**src/rtl/sdcmd_engine_if.sv**
```systemverilog
// Host-side and SPI-side signals of the SD SPI-mode command engine.
// The engine uses the slave view; its environment uses the master view.
`timescale 1ns/1ps
interface sdcmd_engine_if #(
  parameter int MAX_RESP_BYTES = 5
);
  logic                        w_cmd;
  logic [5:0]                  cmd_index;
  logic [31:0]                 argument;
  logic [6:0]                  crc_in;
  logic [3:0]                  resp_len;
  logic                        resp_busy;
  logic [8*MAX_RESP_BYTES-1:0] response;
  logic                        busy;
  logic                        done;
  logic                        timeout;
  logic [7:0]                  spi_out_sdcmd_in;
  logic [7:0]                  spi_in_sdcmd_out;
  logic                        spi_busy;
  logic                        w_spi_data;
  logic                        cs_spi;

  modport master (
    output w_cmd, cmd_index, argument, crc_in,
    output resp_len, resp_busy,
    output spi_out_sdcmd_in, spi_busy,
    input  response, busy, done, timeout,
    input  spi_in_sdcmd_out, w_spi_data, cs_spi
  );

  modport slave (
    input  w_cmd, cmd_index, argument, crc_in,
    input  resp_len, resp_busy,
    input  spi_out_sdcmd_in, spi_busy,
    output response, busy, done, timeout,
    output spi_in_sdcmd_out, w_spi_data, cs_spi
  );
endinterface

```
**src/rtl/sdcmd_engine.sv**
```systemverilog
// SD SPI-mode command engine: frame + CRC7 send, NCR poll,
// response read, optional R1b busy wait, trailing byte.
`timescale 1ns/1ps
module sdcmd_engine #(
  parameter int MAX_RESP_BYTES = 5,
  parameter int NCR_MAX        = 8,
  parameter int BUSY_MAX       = 65535,
  parameter bit CRC_AUTO       = 1'b1
) (
  input logic           clk,
  input logic           reset,
  sdcmd_engine_if.slave bus
);
  localparam int MR   = MAX_RESP_BYTES;
  localparam int RW   = 8 * MR;
  localparam int M1   = (NCR_MAX > 6) ? NCR_MAX : 6;
  localparam int CMAX = (BUSY_MAX > M1) ? BUSY_MAX : M1;
  localparam int CW   = $clog2(CMAX + 1);

  typedef enum logic [2:0] {
    S_IDLE, S_SEND, S_POLL, S_READ, S_BUSYW, S_FIN
  } state_t;

  typedef enum logic [1:0] {
    P_STB, P_GAP, P_WAIT
  } ph_t;

  state_t          r_state, w_state_nx;
  ph_t             r_ph, w_ph_nx;
  logic [CW-1:0]   r_cnt, w_cnt_nx, w_cnt_inc, w_widx;
  logic [39:0]     r_frame;
  logic [7:0]      r_tx;
  logic [3:0]      r_len, w_len;
  logic            r_rbusy;
  logic [RW-1:0]   r_resp;
  logic            r_to, r_done;
  logic            w_cap, w_latch, w_store, w_set_to;
  logic            w_ncr_to, w_fin;
  logic            w_busy, w_cs, w_strobe;
  logic [7:0]      w_rx;
  logic [6:0]      w_crc;

  function automatic logic [6:0] f_crc7(input logic [39:0] d);
    logic [6:0] c;
    logic       fb;
    c = '0;
    for (int i = 39; i >= 0; i--) begin
      fb = d[i] ^ c[6];
      c  = {c[5:0], 1'b0};
      if (fb) c = c ^ 7'h09;
    end
    return c;
  endfunction

  assign w_rx      = bus.spi_out_sdcmd_in;
  assign w_cap     = (r_ph == P_WAIT) && !bus.spi_busy;
  assign w_cnt_inc = r_cnt + CW'(1);
  assign w_crc     = CRC_AUTO
    ? f_crc7({2'b01, bus.cmd_index, bus.argument})
    : bus.crc_in;
  assign w_len = (bus.resp_len == 4'd0 ||
                  int'(bus.resp_len) > MR)
    ? 4'(MR) : bus.resp_len;

  always_ff @(posedge clk or negedge reset) begin
    if (!reset) begin
      r_state <= S_IDLE;
      r_ph    <= P_STB;
      r_cnt   <= '0;
    end else begin
      r_state <= w_state_nx;
      r_ph    <= w_ph_nx;
      r_cnt   <= w_cnt_nx;
    end
  end

  always_comb begin
    w_state_nx = r_state;
    w_ph_nx    = r_ph;
    w_cnt_nx   = r_cnt;
    w_widx     = r_cnt;
    w_latch    = 1'b0;
    w_store    = 1'b0;
    w_set_to   = 1'b0;
    w_ncr_to   = 1'b0;
    w_fin      = 1'b0;
    // Byte handshake: strobe, skip busy-rise cycle, wait idle.
    if (r_state != S_IDLE) begin
      unique case (r_ph)
        P_STB:   if (!bus.spi_busy) w_ph_nx = P_GAP;
        P_GAP:   w_ph_nx = P_WAIT;
        P_WAIT:  if (w_cap) w_ph_nx = P_STB;
        default: w_ph_nx = P_STB;
      endcase
    end
    unique case (r_state)
      S_IDLE: if (bus.w_cmd) begin
        w_latch    = 1'b1;
        w_state_nx = S_SEND;
        w_ph_nx    = P_STB;
        w_cnt_nx   = '0;
      end
      S_SEND: if (w_cap) begin
        if (r_cnt == CW'(5)) begin
          w_state_nx = S_POLL;
          w_cnt_nx   = '0;
        end else begin
          w_cnt_nx = w_cnt_inc;
        end
      end
      S_POLL: if (w_cap) begin
        if (!w_rx[7]) begin
          w_store  = 1'b1;
          w_widx   = '0;
          w_cnt_nx = CW'(1);
          if (r_len == 4'd1) begin
            w_state_nx = r_rbusy ? S_BUSYW : S_FIN;
            w_cnt_nx   = '0;
          end else begin
            w_state_nx = S_READ;
          end
        end else if (r_cnt == CW'(NCR_MAX - 1)) begin
          w_set_to   = 1'b1;
          w_ncr_to   = 1'b1;
          w_state_nx = S_FIN;
        end else begin
          w_cnt_nx = w_cnt_inc;
        end
      end
      S_READ: if (w_cap) begin
        w_store = 1'b1;
        if (int'(r_cnt) == int'(r_len) - 1) begin
          w_state_nx = r_rbusy ? S_BUSYW : S_FIN;
          w_cnt_nx   = '0;
        end else begin
          w_cnt_nx = w_cnt_inc;
        end
      end
      S_BUSYW: if (w_cap) begin
        if (w_rx != 8'h00) begin
          w_state_nx = S_FIN;
        end else if (r_cnt == CW'(BUSY_MAX - 1)) begin
          w_set_to   = 1'b1;
          w_state_nx = S_FIN;
        end else begin
          w_cnt_nx = w_cnt_inc;
        end
      end
      S_FIN: if (w_cap) begin
        w_state_nx = S_IDLE;
        w_fin      = 1'b1;
      end
      default: w_state_nx = S_IDLE;
    endcase
  end

  always_comb begin
    w_busy   = (r_state != S_IDLE);
    w_cs     = (r_state == S_IDLE);
    w_strobe = w_busy && (r_ph == P_STB) && !bus.spi_busy;
  end

  always_ff @(posedge clk or negedge reset) begin
    if (!reset) begin
      r_frame <= '0;
      r_tx    <= 8'hFF;
      r_len   <= '0;
      r_rbusy <= 1'b0;
      r_resp  <= '0;
      r_to    <= 1'b0;
      r_done  <= 1'b0;
    end else begin
      r_done <= w_fin;
      if (w_latch) begin
        r_frame <= {bus.argument, w_crc, 1'b1};
        r_tx    <= {2'b01, bus.cmd_index};
        r_len   <= w_len;
        r_rbusy <= bus.resp_busy;
        r_resp  <= '0;
        r_to    <= 1'b0;
      end else if (w_cap) begin
        if (r_state == S_SEND && r_cnt != CW'(5)) begin
          r_tx    <= r_frame[39:32];
          r_frame <= {r_frame[31:0], 8'h00};
        end else begin
          r_tx <= 8'hFF;
        end
      end
      if (w_store) begin
        for (int i = 0; i < MR; i++) begin
          if (int'(w_widx) == i)
            r_resp[RW-1-8*i -: 8] <= w_rx;
        end
      end
      if (w_ncr_to) r_resp[RW-1 -: 8] <= 8'hFF;
      if (w_set_to) r_to <= 1'b1;
    end
  end

  assign bus.busy             = w_busy;
  assign bus.cs_spi           = w_cs;
  assign bus.w_spi_data       = w_strobe;
  assign bus.spi_in_sdcmd_out = r_tx;
  assign bus.response         = r_resp;
  assign bus.timeout          = r_to;
  assign bus.done             = r_done;
endmodule

```
**src/flat_wrapper.sv**
```systemverilog
// flat-port wrapper written by rule: the top's interface ports become plain ports
module sdcmd_engine_flat 
#(
  parameter int MAX_RESP_BYTES = 5,
  parameter int NCR_MAX        = 8,
  parameter int BUSY_MAX       = 65535,
  parameter bit CRC_AUTO       = 1'b1
)
  (clk, reset, bus_w_cmd, bus_cmd_index, bus_argument, bus_crc_in, bus_resp_len, bus_resp_busy, bus_spi_out_sdcmd_in, bus_spi_busy, bus_response, bus_busy, bus_done, bus_timeout, bus_spi_in_sdcmd_out, bus_w_spi_data, bus_cs_spi);
  sdcmd_engine_if #(.MAX_RESP_BYTES(MAX_RESP_BYTES)) bus_i ();
  input logic clk;
  input logic reset;
  input wire logic [$bits(bus_i.w_cmd)-1:0] bus_w_cmd;
  input wire logic [$bits(bus_i.cmd_index)-1:0] bus_cmd_index;
  input wire logic [$bits(bus_i.argument)-1:0] bus_argument;
  input wire logic [$bits(bus_i.crc_in)-1:0] bus_crc_in;
  input wire logic [$bits(bus_i.resp_len)-1:0] bus_resp_len;
  input wire logic [$bits(bus_i.resp_busy)-1:0] bus_resp_busy;
  input wire logic [$bits(bus_i.spi_out_sdcmd_in)-1:0] bus_spi_out_sdcmd_in;
  input wire logic [$bits(bus_i.spi_busy)-1:0] bus_spi_busy;
  output wire logic [$bits(bus_i.response)-1:0] bus_response;
  output wire logic [$bits(bus_i.busy)-1:0] bus_busy;
  output wire logic [$bits(bus_i.done)-1:0] bus_done;
  output wire logic [$bits(bus_i.timeout)-1:0] bus_timeout;
  output wire logic [$bits(bus_i.spi_in_sdcmd_out)-1:0] bus_spi_in_sdcmd_out;
  output wire logic [$bits(bus_i.w_spi_data)-1:0] bus_w_spi_data;
  output wire logic [$bits(bus_i.cs_spi)-1:0] bus_cs_spi;
  assign bus_i.w_cmd = bus_w_cmd;
  assign bus_i.cmd_index = bus_cmd_index;
  assign bus_i.argument = bus_argument;
  assign bus_i.crc_in = bus_crc_in;
  assign bus_i.resp_len = bus_resp_len;
  assign bus_i.resp_busy = bus_resp_busy;
  assign bus_i.spi_out_sdcmd_in = bus_spi_out_sdcmd_in;
  assign bus_i.spi_busy = bus_spi_busy;
  assign bus_response = bus_i.response;
  assign bus_busy = bus_i.busy;
  assign bus_done = bus_i.done;
  assign bus_timeout = bus_i.timeout;
  assign bus_spi_in_sdcmd_out = bus_i.spi_in_sdcmd_out;
  assign bus_w_spi_data = bus_i.w_spi_data;
  assign bus_cs_spi = bus_i.cs_spi;
  sdcmd_engine #(.MAX_RESP_BYTES(MAX_RESP_BYTES), .NCR_MAX(NCR_MAX), .BUSY_MAX(BUSY_MAX), .CRC_AUTO(CRC_AUTO)) u_core (.clk(clk), .reset(reset), .bus(bus_i));
endmodule
```
**config.mk**
```make
export PLATFORM = sky130hd
export DESIGN_NAME = sdcmd_engine_flat
export DESIGN_NICKNAME = d
export VERILOG_FILES = /design/src/rtl/sdcmd_engine_if.sv /design/src/rtl/sdcmd_engine.sv /design/src/flat_wrapper.sv
export SDC_FILE = /design/constraint.sdc
export NUM_CORES = 1
export LEC_CHECK = 0
export ABC_CLOCK_PERIOD_IN_PS = 5600
export CORE_MARGIN = 1.5
export CORE_UTILIZATION = 25
export DETAILED_ROUTE_END_ITERATION = 7
export GPL_ROUTABILITY_DRIVEN = 1
export PLACE_DENSITY = 0.45
export SLEW_MARGIN = 10
export SYNTH_ARGS = -nofsm -noshare
export SYNTH_HDL_FRONTEND = slang
export SYNTH_SLANG_ARGS = --single-unit
export TNS_END_PERCENT = 10
```
**constraint.sdc**
```tcl
create_clock -name clk -period 5.6 [get_ports clk]
set_input_delay 0.84 -clock clk [delete_from_list [all_inputs] [get_ports clk]]
set_output_delay 0.84 -clock clk [all_outputs]
set_load 0.01 [all_outputs]
```
* After elaboration in Yosys (flattened, before gate mapping)
Cells that the tools add are included.
** Operators by class
- $add $sub $neg :: 2
- Magnitude comparators :: 1
- Equality and inequality tests :: 30
- Mux-type cells :: 107
- Bitwise gates (word level) :: 74
- Reductions and logical operators :: 19
** Operators by type and width (count)
- $mux 16 :: 14
- $mux 40 :: 5
- $mux 4 :: 39
- $pmux 16 s5 :: 1
- $not 2->2 :: 37
- $mux 8 :: 9
- $eq 16x3->1 const B :: 4
- $mux 3 :: 13
- $xor 1x1->1 :: 34
- $eq 17x32->1 :: 1
- $pmux 3 s6 :: 1
- $mux 1 :: 17
- $add 16x1->16 const B :: 1
- $eq 16x16->1 const B :: 1
- $eq 16x2->1 const B :: 1
- $eq 16x4->1 const B :: 1
- $logic_not 16->1 :: 1
- $ne 16x3->1 const B :: 1
- $ne 2x1->1 const B :: 7
- $mux 2 :: 5
- $reduce_and 10->1 :: 1
- $reduce_and 9->1 :: 1
- $reduce_bool 8->1 :: 1
- $eq 3x2->1 const B :: 2
- 24 further kinds :: 35
** Storage, ports and cells
- Flip-flop bits (word level) :: 116
- Bits of input ports :: 62
- Logic and storage cells :: 243

* Logic depth before layout (Yosys ltp)
Gate-level depths: netlist (run 1).
- Depth in word-level cells :: 76
- Mapped depth :: 9
- Gate-level depth less buffers :: 8

* Worst setup path after synthesis (run 1)
No wires, ideal clock.
- Path type :: input to register
- Start point :: input bus_cmd_index[5]
- End point :: register u_core.r_frame[5]
- Library setup time :: 0.137 ns
- Arrival time :: 2.582 ns
- Data required time :: 5.463 ns
- Slack :: 2.881 ns
- Stages on the path :: 6
- Buffers on the path :: 0
- Path through :: xnor3_2 > xnor3_2 > xnor2_2 > xor3_2 > xnor2_1 > o22ai_1
** On the way
- Longest elaborated chain between the ends :: 30
- Elaborated cells on any way between the ends :: 75
- Those cells by class :: mux (38); bitwise (37)
** RTL lines
- start: declaration :: RTL line flat_wrapper.sv:14 : input wire logic [$bits(bus_i.cmd_index)-1:0] bus_cmd_index;
- $mux 4 (*) :: RTL line sdcmd_engine.sv:50 : if (fb) c = c ^ 7'h09;
- $xor 1x1->1 / $mux 4 (equally long branches) :: RTL line sdcmd_engine.sv:48, sdcmd_engine.sv:50
- $mux 4 :: RTL line sdcmd_engine.sv:50
- $xor 1x1->1 (tied with other cells) :: RTL line sdcmd_engine.sv:48 : fb = d[i] ^ c[6];
- $mux 4 :: RTL line sdcmd_engine.sv:50
- $xor 1x1->1 (tied with other cells) :: RTL line sdcmd_engine.sv:48
- $mux 4 :: RTL line sdcmd_engine.sv:50
- $mux 4 (tied with other cells) :: RTL line sdcmd_engine.sv:50
- [14 not listed]
- $mux 4 :: RTL line sdcmd_engine.sv:50
- $xor 1x1->1 (tied with other cells) :: RTL line sdcmd_engine.sv:48
- $mux 4 :: RTL line sdcmd_engine.sv:50
- $mux 4 (tied with other cells) :: RTL line sdcmd_engine.sv:50
- $mux 4 :: RTL line sdcmd_engine.sv:50
- $not 2->2 (no source line) / $xor 1x1->1 (equally long branches)
- $mux 4 (*) :: RTL line sdcmd_engine.sv:50
- $mux 40 (*) :: RTL line sdcmd_engine.sv:174 : if (w_latch) begin
- end signal: assignment :: RTL line sdcmd_engine.sv:175 : r_frame <= {bus.argument, w_crc, 1'b1};
- end signal: assignment :: RTL line sdcmd_engine.sv:184 : r_frame <= {r_frame[31:0], 8'h00};
- end: declaration :: RTL line sdcmd_engine.sv:31 : logic [39:0] r_frame;
Every way passes the cells marked *; elsewhere a longest branch is shown, timed or not.
A chain may end at the register's enable or synchronous reset.

* Worst setup path in the final report (run 1)
- Start point :: register u_core.r_state[0]
- End point :: output bus_w_spi_data
** On the way
- Longest elaborated chain between the ends :: 3
** RTL lines
- start: declaration :: RTL line sdcmd_engine.sv:28 : state_t r_state, w_state_nx;
- start signal: assignment :: RTL line sdcmd_engine.sv:71 : r_state <= w_state_nx;
- $reduce_bool 3->1 :: RTL line sdcmd_engine.sv:158 : w_busy = (r_state != S_IDLE);
- $logic_and 1x1->1 (2 in series) :: RTL line sdcmd_engine.sv:160 : w_strobe = w_busy && (r_ph == P_STB) && !bus.spi_busy;
- end: declaration :: RTL line flat_wrapper.sv:26 : output wire logic [$bits(bus_i.w_spi_data)-1:0] bus_w_spi_data;
Every way passes these cells.

==> impl_results.md, run 1 <==
* Fin nets at 839
* Initial antenna violation count at 0
* Worst slew pin tran at about 900 ps
* Crit. End Element: output port
* Commonest cells post-synth: 135 x nand2_1, 108 x dfrtp_1, 80 x o21ai_0
* Pleak at 3.42 nW
* Final non-filler cell total at approximately 1100
* TritonCTS buffer count at 17
* Syn Std Cell Area at approximately 0.0065 sq mm
* Crit path max fanout at 15
* Final min period at about 3200 ps
* Overall Power at 0.00382 W
* Predominant post-synthesis flop cell: dfrtp_1
* # setup viols final at 0
* Die height at 164 um
* Maxcap violations at 0
* Area growth from synthesis to layout at 31.5%
* Starting Density at 0.256
* Clock buffer depth at 2
* Yosys reg bits at between 100 and 150
* TritonCTS clock tree: done
* Global-route usage over all layers at 0.146
* Worst Hold Class: primary input to async pin
* Post-DRT Antenna Nets at 0
* RSZ-0062 raised after global routing: false
* Synth warn at 0
* Clk pwr share at 0.307
* Drt first pass iters at 5
* CORE AREA at around 0.025 sq mm
* Relative slew margins at 0.395
* Cts repair resizes at 0
* Final Cycle Share at 0.569
* Clk sinks at 116
* Register clock-pin slew on the reported worst setup and hold paths at 70 ps
* Worst Clk Skew at approximately 10 ps
* Cells after Synth at between 600 and 700
* HPWL after DPL at 13.5 mm
* Gr ovfl total at 0
* Die width at 164 um
* Peak supply drop at 0.196 mV
* Worst Path Required at around 4800 ps
* DR WL/cell at 16.7 um
* # DRC at 0
* Cell Pwr Density at between 400 and 500 mW/mm^2
* Row cnt at 58
* Layout cells sized above 1 at 0.0930
* Area share of the largest cell type after synthesis at 0.418
* Min Hold Slack at 365 ps
* Top-count cell post-synth: nand2_1
* Synth cell types at just under 60
* Final Hold Fails at 0
* Async SR Flop Fraction at 1.00
* Die ar. at 0.0268 sq mm
* Port bufs at ~110
* Seq/Total Area, Yosys at 0.450
* Maximum clock rate at roughly 310 MHz
* EDFF count, synth at 0
* Sequential cell fraction of total power at 0.338
* Post-DR vias/cell at 4.64
* First-pass GRT wire length at 29.9 mm
* # IOs at 115
* Arr. time, crit path at 2350 ps
* CP Class: register to output port
* Final WL at between 15 and 20 mm
* Clock root buffer: clkbuf_16
* Outcome: completed
* Internal power at 0.00247 W
* ANT cells at 0
* CTS H-Tree Depth at 4
* Pin count of the biggest net entering global routing at 54
* GP Congestion at between 0.7 and 0.8
* Synth Area per Inst at between 9 and 10 sq um
* Top post-synthesis cells by area: dfrtp_1 42%, nand2_1 7.8%, o21ai_0 6.2%, mux2i_1 5.1%, xnor3_1 4.9%
* Post-CTS Setup Bufs at 0
* Post-CTS Hold Fix Bufs at 0
* Logic gate share of total power at 0.355
* Final slew viol count at 0
* P_sw at between 0.001 and 0.0015 W
* Post-synth top area cell: dfrtp_1
* Via count at between 5000 and 6000
* Syn_nets at 742
* Switching Fraction at 0.354
* Setup TNS at 0 ps
* Critical path startpoint category: register
* Clk Latency, worst-skew pair at 430 ps
* Dpl cells at roughly 1100
* DRT iter0 DRCs at 280
* Vias in the first global route at around 5200
==> through the flow <==
step / cell area (sq um) / utilization / setup WS (ps)
final: 8500 / 0.337 / 2410
after global routing: 8500 / 0.337 / 2220
after CTS: 8500 / 0.337 / 2360
after detailed placement: 7880 / 0.312 / 1950
after global placement: 7880 / 0.312 / 1940
after floorplan: 6470 / - / 2880
==> area by class of cell <==
type                       count  area, sq um
tap                          330          413
inverter                      12         45.0
sequential                   116         2910
fill                        2626        16800
multi-input combinational    507         3360
clock buffer                  17          425
timing repair buffer         118         1150
clock inverter                15          195
==> routing by layer <==
layer / routed length [um] / track usage / up-vias
li1: - / - / 2555
met1: 8780 / 0.198 / 2494
met2: 8880 / 0.234 / 107
met3: 708 / 0.0306 / 22
met4: 232 / 0.0459 / 0
met5: 0 / 0 / -
==> cells by family after synthesis <==
family                   after synthesis  synth area share
AO/OA/AOI/OAI                        151             0.138
XOR/XNOR                              65             0.135
adder cells (fa/ha/maj)                5           0.00967
buffers and inverters                 52            0.0317
flip-flops                           116             0.450
multiplexers                          35            0.0546
AND/OR/NAND/NOR                      251             0.181
==> registers in the layout, indices dropped and copies added, names as in the netlist <==
| signal | flops |
|---|---|
| u_core.r_frame | 40 |
| u_core.r_cnt | 16 |
| u_core.r_state | 3 |
| u_core.bus.timeout | 1 |
| u_core.bus.response | 40 |
| u_core.r_rbusy | 1 |
| u_core.r_len | 4 |
| u_core.bus.done | 1 |
| u_core.bus.spi_in_sdcmd_out | 8 |
| u_core.r_ph | 2 |
==> critical path: stages (launching register included) <==
cell and delay (ps):
dfrtp_1 590, or3_1 270, inv_1 130, nor4_1 310
clkdlybuf4s50_1 620
==> layout by cell type, fill, tap and decap left out, drive strengths merged, types with 3 or more instances in the layout <==
cell	instances
a211oi	3
a21boi	9
a21oi	10
and3	3
buf	12
bufinv	3
clkbuf	17
clkdlybuf4s50	106
clkinv	3
dfrtp	108
dfstp	8
ha	5
inv	19
mux2i	33
nand2	135
nand3	12
nand4	6
nor2	40
nor2b	3
nor3	21
nor4	9
o211ai	14
o21ai	88
o22ai	7
o31ai	10
or3	7
or3b	3
xnor2	36
xnor3	17
xor2	9
xor3	3
==> final timing paths <==
kind,startpoint,to,slack (ps),depth (start not counted)
worst max-delay path,u_core.r_state[0],bus_w_spi_data,2410,4
worst min register to register,u_core.r_frame[0],u_core.r_frame[0],500,2
worst min-delay path,reset,u_core.bus.response[8],360,1
min in group clk,u_core.r_frame[0],u_core.r_frame[0],500,2
worst max register to register,u_core.r_cnt[9],u_core.r_cnt[11],2660,8
max in group asynchronous,reset,u_core.r_ph[1],4260,2
==> power groups by stage <==
stage | clock (W) | combinational [W] | sequential, W
5_1_grt | 0.00125 | 0.00152 | 0.00133
2_1_floorplan | 0 | 0.000994 | 0.00123
3_5_place_dp | 0 | 0.00138 | 0.00131
4_1_cts | 0.00120 | 0.00138 | 0.00130
3_3_place_gp | 0 | 0.00138 | 0.00131
6_report | 0.00117 | 0.00136 | 0.00129
Power figures use the tool's default switching activity.
==> inputs of run 2 (changes only) <==
- ABC_CLOCK_PERIOD_IN_PS: 5600 -> 2600
- PLACE_DENSITY: 0.45 -> 0.46
- clock period: 5.6 -> 2.6 ns (I/O delays scaled with it)
==> run 2 against run 1 <==
- sequential share of layout area fell by 2.5 points
- critical path depth fell by 1
- total power rose by 120%
- critical endpoint is now bus_cs_spi
==> impl_results.md, run 2 (synthesis results as in run 1) <==
* Outcome: completed
* Drt first pass iters at 5
* Die ar. at 0.0268 sq mm
* Pin count of the biggest net entering global routing at 45
* Area growth from synthesis to layout at 41.7%
* Worst slack at placement at -312 ps
* Clk Latency, worst-skew pair at about 420 ps
* Die width at 164 um
* TritonCTS buffer count at 17
* Cell Pwr Density at a little over 900 mW/mm^2
* Port bufs at 107
* Maxcap violations at 0
* ANT cells at 0
* RR Endpoint: u_core.r_state[0]
* Gr ovfl total at 0
* Initial antenna violation count at 0
* Min Hold Slack at 462 ps
* Layout cells sized above 1 at 0.179
* TritonCTS clock tree: done
* FF-to-FF Start: u_core.r_len[0]
* Register clock-pin slew on the reported worst setup and hold paths at around 70 ps
* Fin nets at 918
* Worst Path Required at ~2200 ps
* Global-route usage over all layers at 0.151
* Crit-path max cell delay at 600 ps
* Maximum clock rate at 403 MHz
* Die height at 164 um
* Arr. time, crit path at roughly 2100 ps
* Pleak at approximately 3.8 nW
* R2R Setup Slk at 260 ps
* Final Cycle Share at 0.955
* # setup viols final at 0
* Peak supply drop at 0.351 mV
* CORE AREA at 0.0253 sq mm
* Worst path cell trace: or3_1, inv_1, clkdlybuf4s50_1
* Final min period at ~2500 ps
* Commonest cells after routing, fill and taps aside: 134 x nand2_1, 107 x dfrtp_1, 106 x clkdlybuf4s50_1
* Worst slew pin tran at 554 ps
* Fill cells at 2594
* # IOs at 115
* Final Hold Fails at 0
* Row cnt at slightly below 60
* Worst Clk Skew at 12.3 ps
* Worst Hold Class: primary input to async pin
* Vias in the first global route at 5417
* Post-DRT Antenna Nets at 0
* CP Class: register to output port
* Post-DR vias/cell at 4.51
* Final instance area at ~0.009 sq mm
* Final WL at approximately 19 mm
* Relative slew margins at 0.631
* DRT iter0 DRCs at around 320
* Overall Power at around 0.0085 W
* DR WL/cell at 16.0 um
* Starting Density at 0.256
* Placement-stage cell area at around 0.0085 sq mm
* Clk sinks at ~120
* Seq. cell area at 0.00291 sq mm
* Final non-filler cell total at 1194
* RSZ-0062 raised after global routing: false
* CTS H-Tree Depth at 4
* Worst path slowest cell: clkdlybuf4s50_1
* HPWL after DPL at 14.5 mm
* Clock buffer depth at 2
* # DRC at 0
* Final slew viol count at 0
* Worst setup margin at roughly 120 ps
* Register-to-Register Path Depth at 7
* Clock root buffer: clkbuf_16
* Multi-input logic area at 0.00338 sq mm
* Commonest non-fill, non-tap cell in the layout: nand2_1
* Crit path max fanout at 10
* First-pass GRT wire length at 30.7 mm
* Critical path startpoint category: register
* Via count at 5382
* GP Congestion at between 0.8 and 0.9
* Crit. End Element: output port
* Dpl cells at 1161
run 2: critical path, delay by kind of cell (launching register included):
kind                   cells  cell delay (ps)
AND/OR/NAND/NOR            1              430
flip-flops                 1              470
buffers and inverters      2              780
run 2: area by class of cell:
class,instances,share of cell area
Tap cell,330,0.0451
Clock buffer,17,0.0464
Sequential cell,116,0.318
Clock inverter,15,0.0183
Multi-Input combinational cell,507,0.369
Timing Repair Buffer,197,0.199
Inverter,12,0.00492
run 2: how the worst max path moves through the flow:
stage	startpoint	end	cells after the start	slack [ps]
finish	u_core.r_state[1]	bus_cs_spi	3	120
global route	bus_cmd_index[2]	u_core.r_frame[5]	7	4
CTS	u_core.r_state[1]	bus_cs_spi	3	50
detailed placement	bus_cmd_index[5]	u_core.r_frame[5]	7	-310
global placement	bus_cmd_index[5]	u_core.r_frame[5]	7	-290
floorplan	u_core.r_cnt[0]	u_core.r_cnt[12]	9	210
run 2: power by group:
part | leakage (nW) | switching [W] | total, W | internal (W)
clock | 0.286 | 0.000966 | 0.00240 | 0.00143
combinational | 2.04 | 0.00162 | 0.00339 | 0.00176
sequential | 1.48 | 0.000380 | 0.00272 | 0.00234
run 2: per-stage QoR:
stage | setup TNS [ps] | util
6_report | 0 | 0.363
5_1_grt | 0 | 0.363
4_1_cts | 0 | 0.362
3_5_place_dp | -3530 | 0.338
3_3_place_gp | -3180 | 0.338
2_1_floorplan | 0 | -
run 2: routing by layer:
| metal | vias to the layer above | track usage | wire length (um) |
|---|---|---|---|
| met2 | 90 | 0.249 | 9410 |
| met4 | 0 | 0.0397 | 157 |
| met5 | - | 0 | 0 |
| met3 | 13 | 0.0301 | 641 |
| met1 | 2561 | 0.201 | 8890 |
| li1 | 2718 | - | - |
run 2: repair_timing:
action,4_1_cts,5_1_grt
endpoints found under the hold margin,29,0
gates cloned,0,0
hold buffers,1,0
resized for setup,1,3
endpoints found under the setup margin,1,11
buffers inserted,0,0
==> RTL change, RTL diff (config.mk and constraints of run 1) <==
Reset style: synchronous (`reset`), changed in 2 clocked blocks.
--- a/src/rtl/sdcmd_engine.sv
+++ b/src/rtl/sdcmd_engine.sv
@@ -63,5 +63,5 @@
     ? 4'(MR) : bus.resp_len;
 
-  always_ff @(posedge clk or negedge reset) begin
+  always_ff @(posedge clk) begin
     if (!reset) begin
       r_state <= S_IDLE;
@@ -161,5 +161,5 @@
   end
 
-  always_ff @(posedge clk or negedge reset) begin
+  always_ff @(posedge clk) begin
     if (!reset) begin
       r_frame <= '0;
Function: differs if reset is asserted again (counterexample within 4 cycles, from zero or initial values and one cycle with reset low); with reset held inactive, the same outputs for 4 cycles.
==> RTL change against run 1 <==
Combinational power fell by 21%; routed wire length grew 3.5%; register-to-register slack got worse by 0.14 ns; synthesized area decreased by 6.7%; critical path depth is 3 higher; clock power down 6%; power is 16% lower; design area is 6.2% lower; sequential cell count unchanged; count of clock-buffer cells in the layout rose by 1; worst setup slack worse by 0.14 ns; utilization up 0.094 points; largest cell class unchanged; highest routed layer unchanged.
==> RTL change: results (changes against run 1) <==
Placement
  • Cell Area, Placed: 0.00738 mm² (-6.4%)
  • GP Congestion: 0.727 (-8.4%)
  • Dpl ws: 1.83 ns (-0.117 ns)

Final layout
  • Final #Nets: 886 (+5.6%)
  • Layout cells sized above 1: 0.0853 (-0.00766)
  • Area grow syn2layout: 32.1%
  • Final std cells w/o fill: 1151 (+3.2%)
  • Fill cells: 2480 (-5.6%)

Yosys
  • Synth top area cells: dfxtp_1 38%, nand2_1 9.4%, nand3_1 5.2%
  • Top cells by count, synth: 151 x nand2_1, 116 x dfxtp_1, 63 x nand3_1, 53 x nor2_1, 49 x a21oi_1
  • Mapped Nets: 804 (+8.4%)
  • Async set-reset flop share out of synthesis: 0 (-1.00)
  • Post-Syn Instances: 737 (+9.2%)

Detailed routing
  • Wire length on met3: 802 µm (+13%)
  • Starting DRT DRC Count: 332 (+19%)
  • Routed wl met2: 8600 µm (-3.2%)
  • DR vias: 5543 (+7.0%)

Critical path
  • Worst R2R End: u_core.bus.response[39]
  • Worst-path maximum fanout: 4 (-11)
  • Worst Path Arrival: 3.69 ns (+1.34 ns)
  • Worst reg2reg path depth: 7 (-1)
  • Worst Setup SP: bus_cmd_index[4]
  • R2R setup slack: 2.52 ns (-0.14 ns)
  • CP max stage delay: 0.58 ns (-0.04 ns)
  • Setup crit end: u_core.r_frame[5]
  • CP top delay family: XOR/XNOR gates

Status
  • Outcome: finished clean

Worst hold path
  • Worst Hold Class: flip-flop to flip-flop

Global route
  • M3 GR Usage: 0.0313 (+0.000745)
  • Gr usage total: 0.157 (+0.0102)
  • Largest net degree at the start of global routing: 67 (+24%)
  • Vias in the first global route: 5120 (-1.9%)
  • First-pass GRT wire length: 29800 µm (-0.58%)
  • GRT met1 Usage: 0.227 (+0.0290)

STA
  • Worst Max-Slew Pin Slew: 0.851 ns (-0.0532 ns)
  • Final period util: 0.593 (+0.0242)
  • Skew final: 0.0151 ns (+0.00485 ns)
  • Worst-case hold slack: 0.462 ns (+0.0972 ns)

Pwr
  • Seq. pwr: 1020 µW (-21%)
  • Power Internal: 2120 µW (-14%)
  • Combinational power: 1080 µW (-21%)
## RTL change: changes by cell type after synthesis, sizes merged, moves of 33 or more
cell / before / now
o21ai: 88 / 15
dfrtp: 108 / 0
mux2i: 33 / 0
a21oi: 10 / 49
nand3: 12 / 63
dfxtp: 0 / 116
## RTL change: kinds of logic (layout without fill, tap and decap cells)
family                   count (synthesis)  count (layout)  share of synthesized area
AO/OA/AOI/OAI                          142             142                      0.157
adder cells (fa/ha/maj)                  5               5                     0.0104
flip-flops                             116             116                      0.385
XOR/XNOR                                65              65                      0.141
AND/OR/NAND/NOR                        348             348                      0.268
buffers and inverters                   61             156                     0.0392
## RTL change: cell type report
type | count | share of cell area
repair buffers | 117 | 0.144
clock buffers | 18 | 0.0551
clock inverters | 14 | 0.0193
multi-input cells | 560 | 0.437
well taps | 319 | 0.0501
inverters | 7 | 0.00330
flip-flops and latches | 116 | 0.291
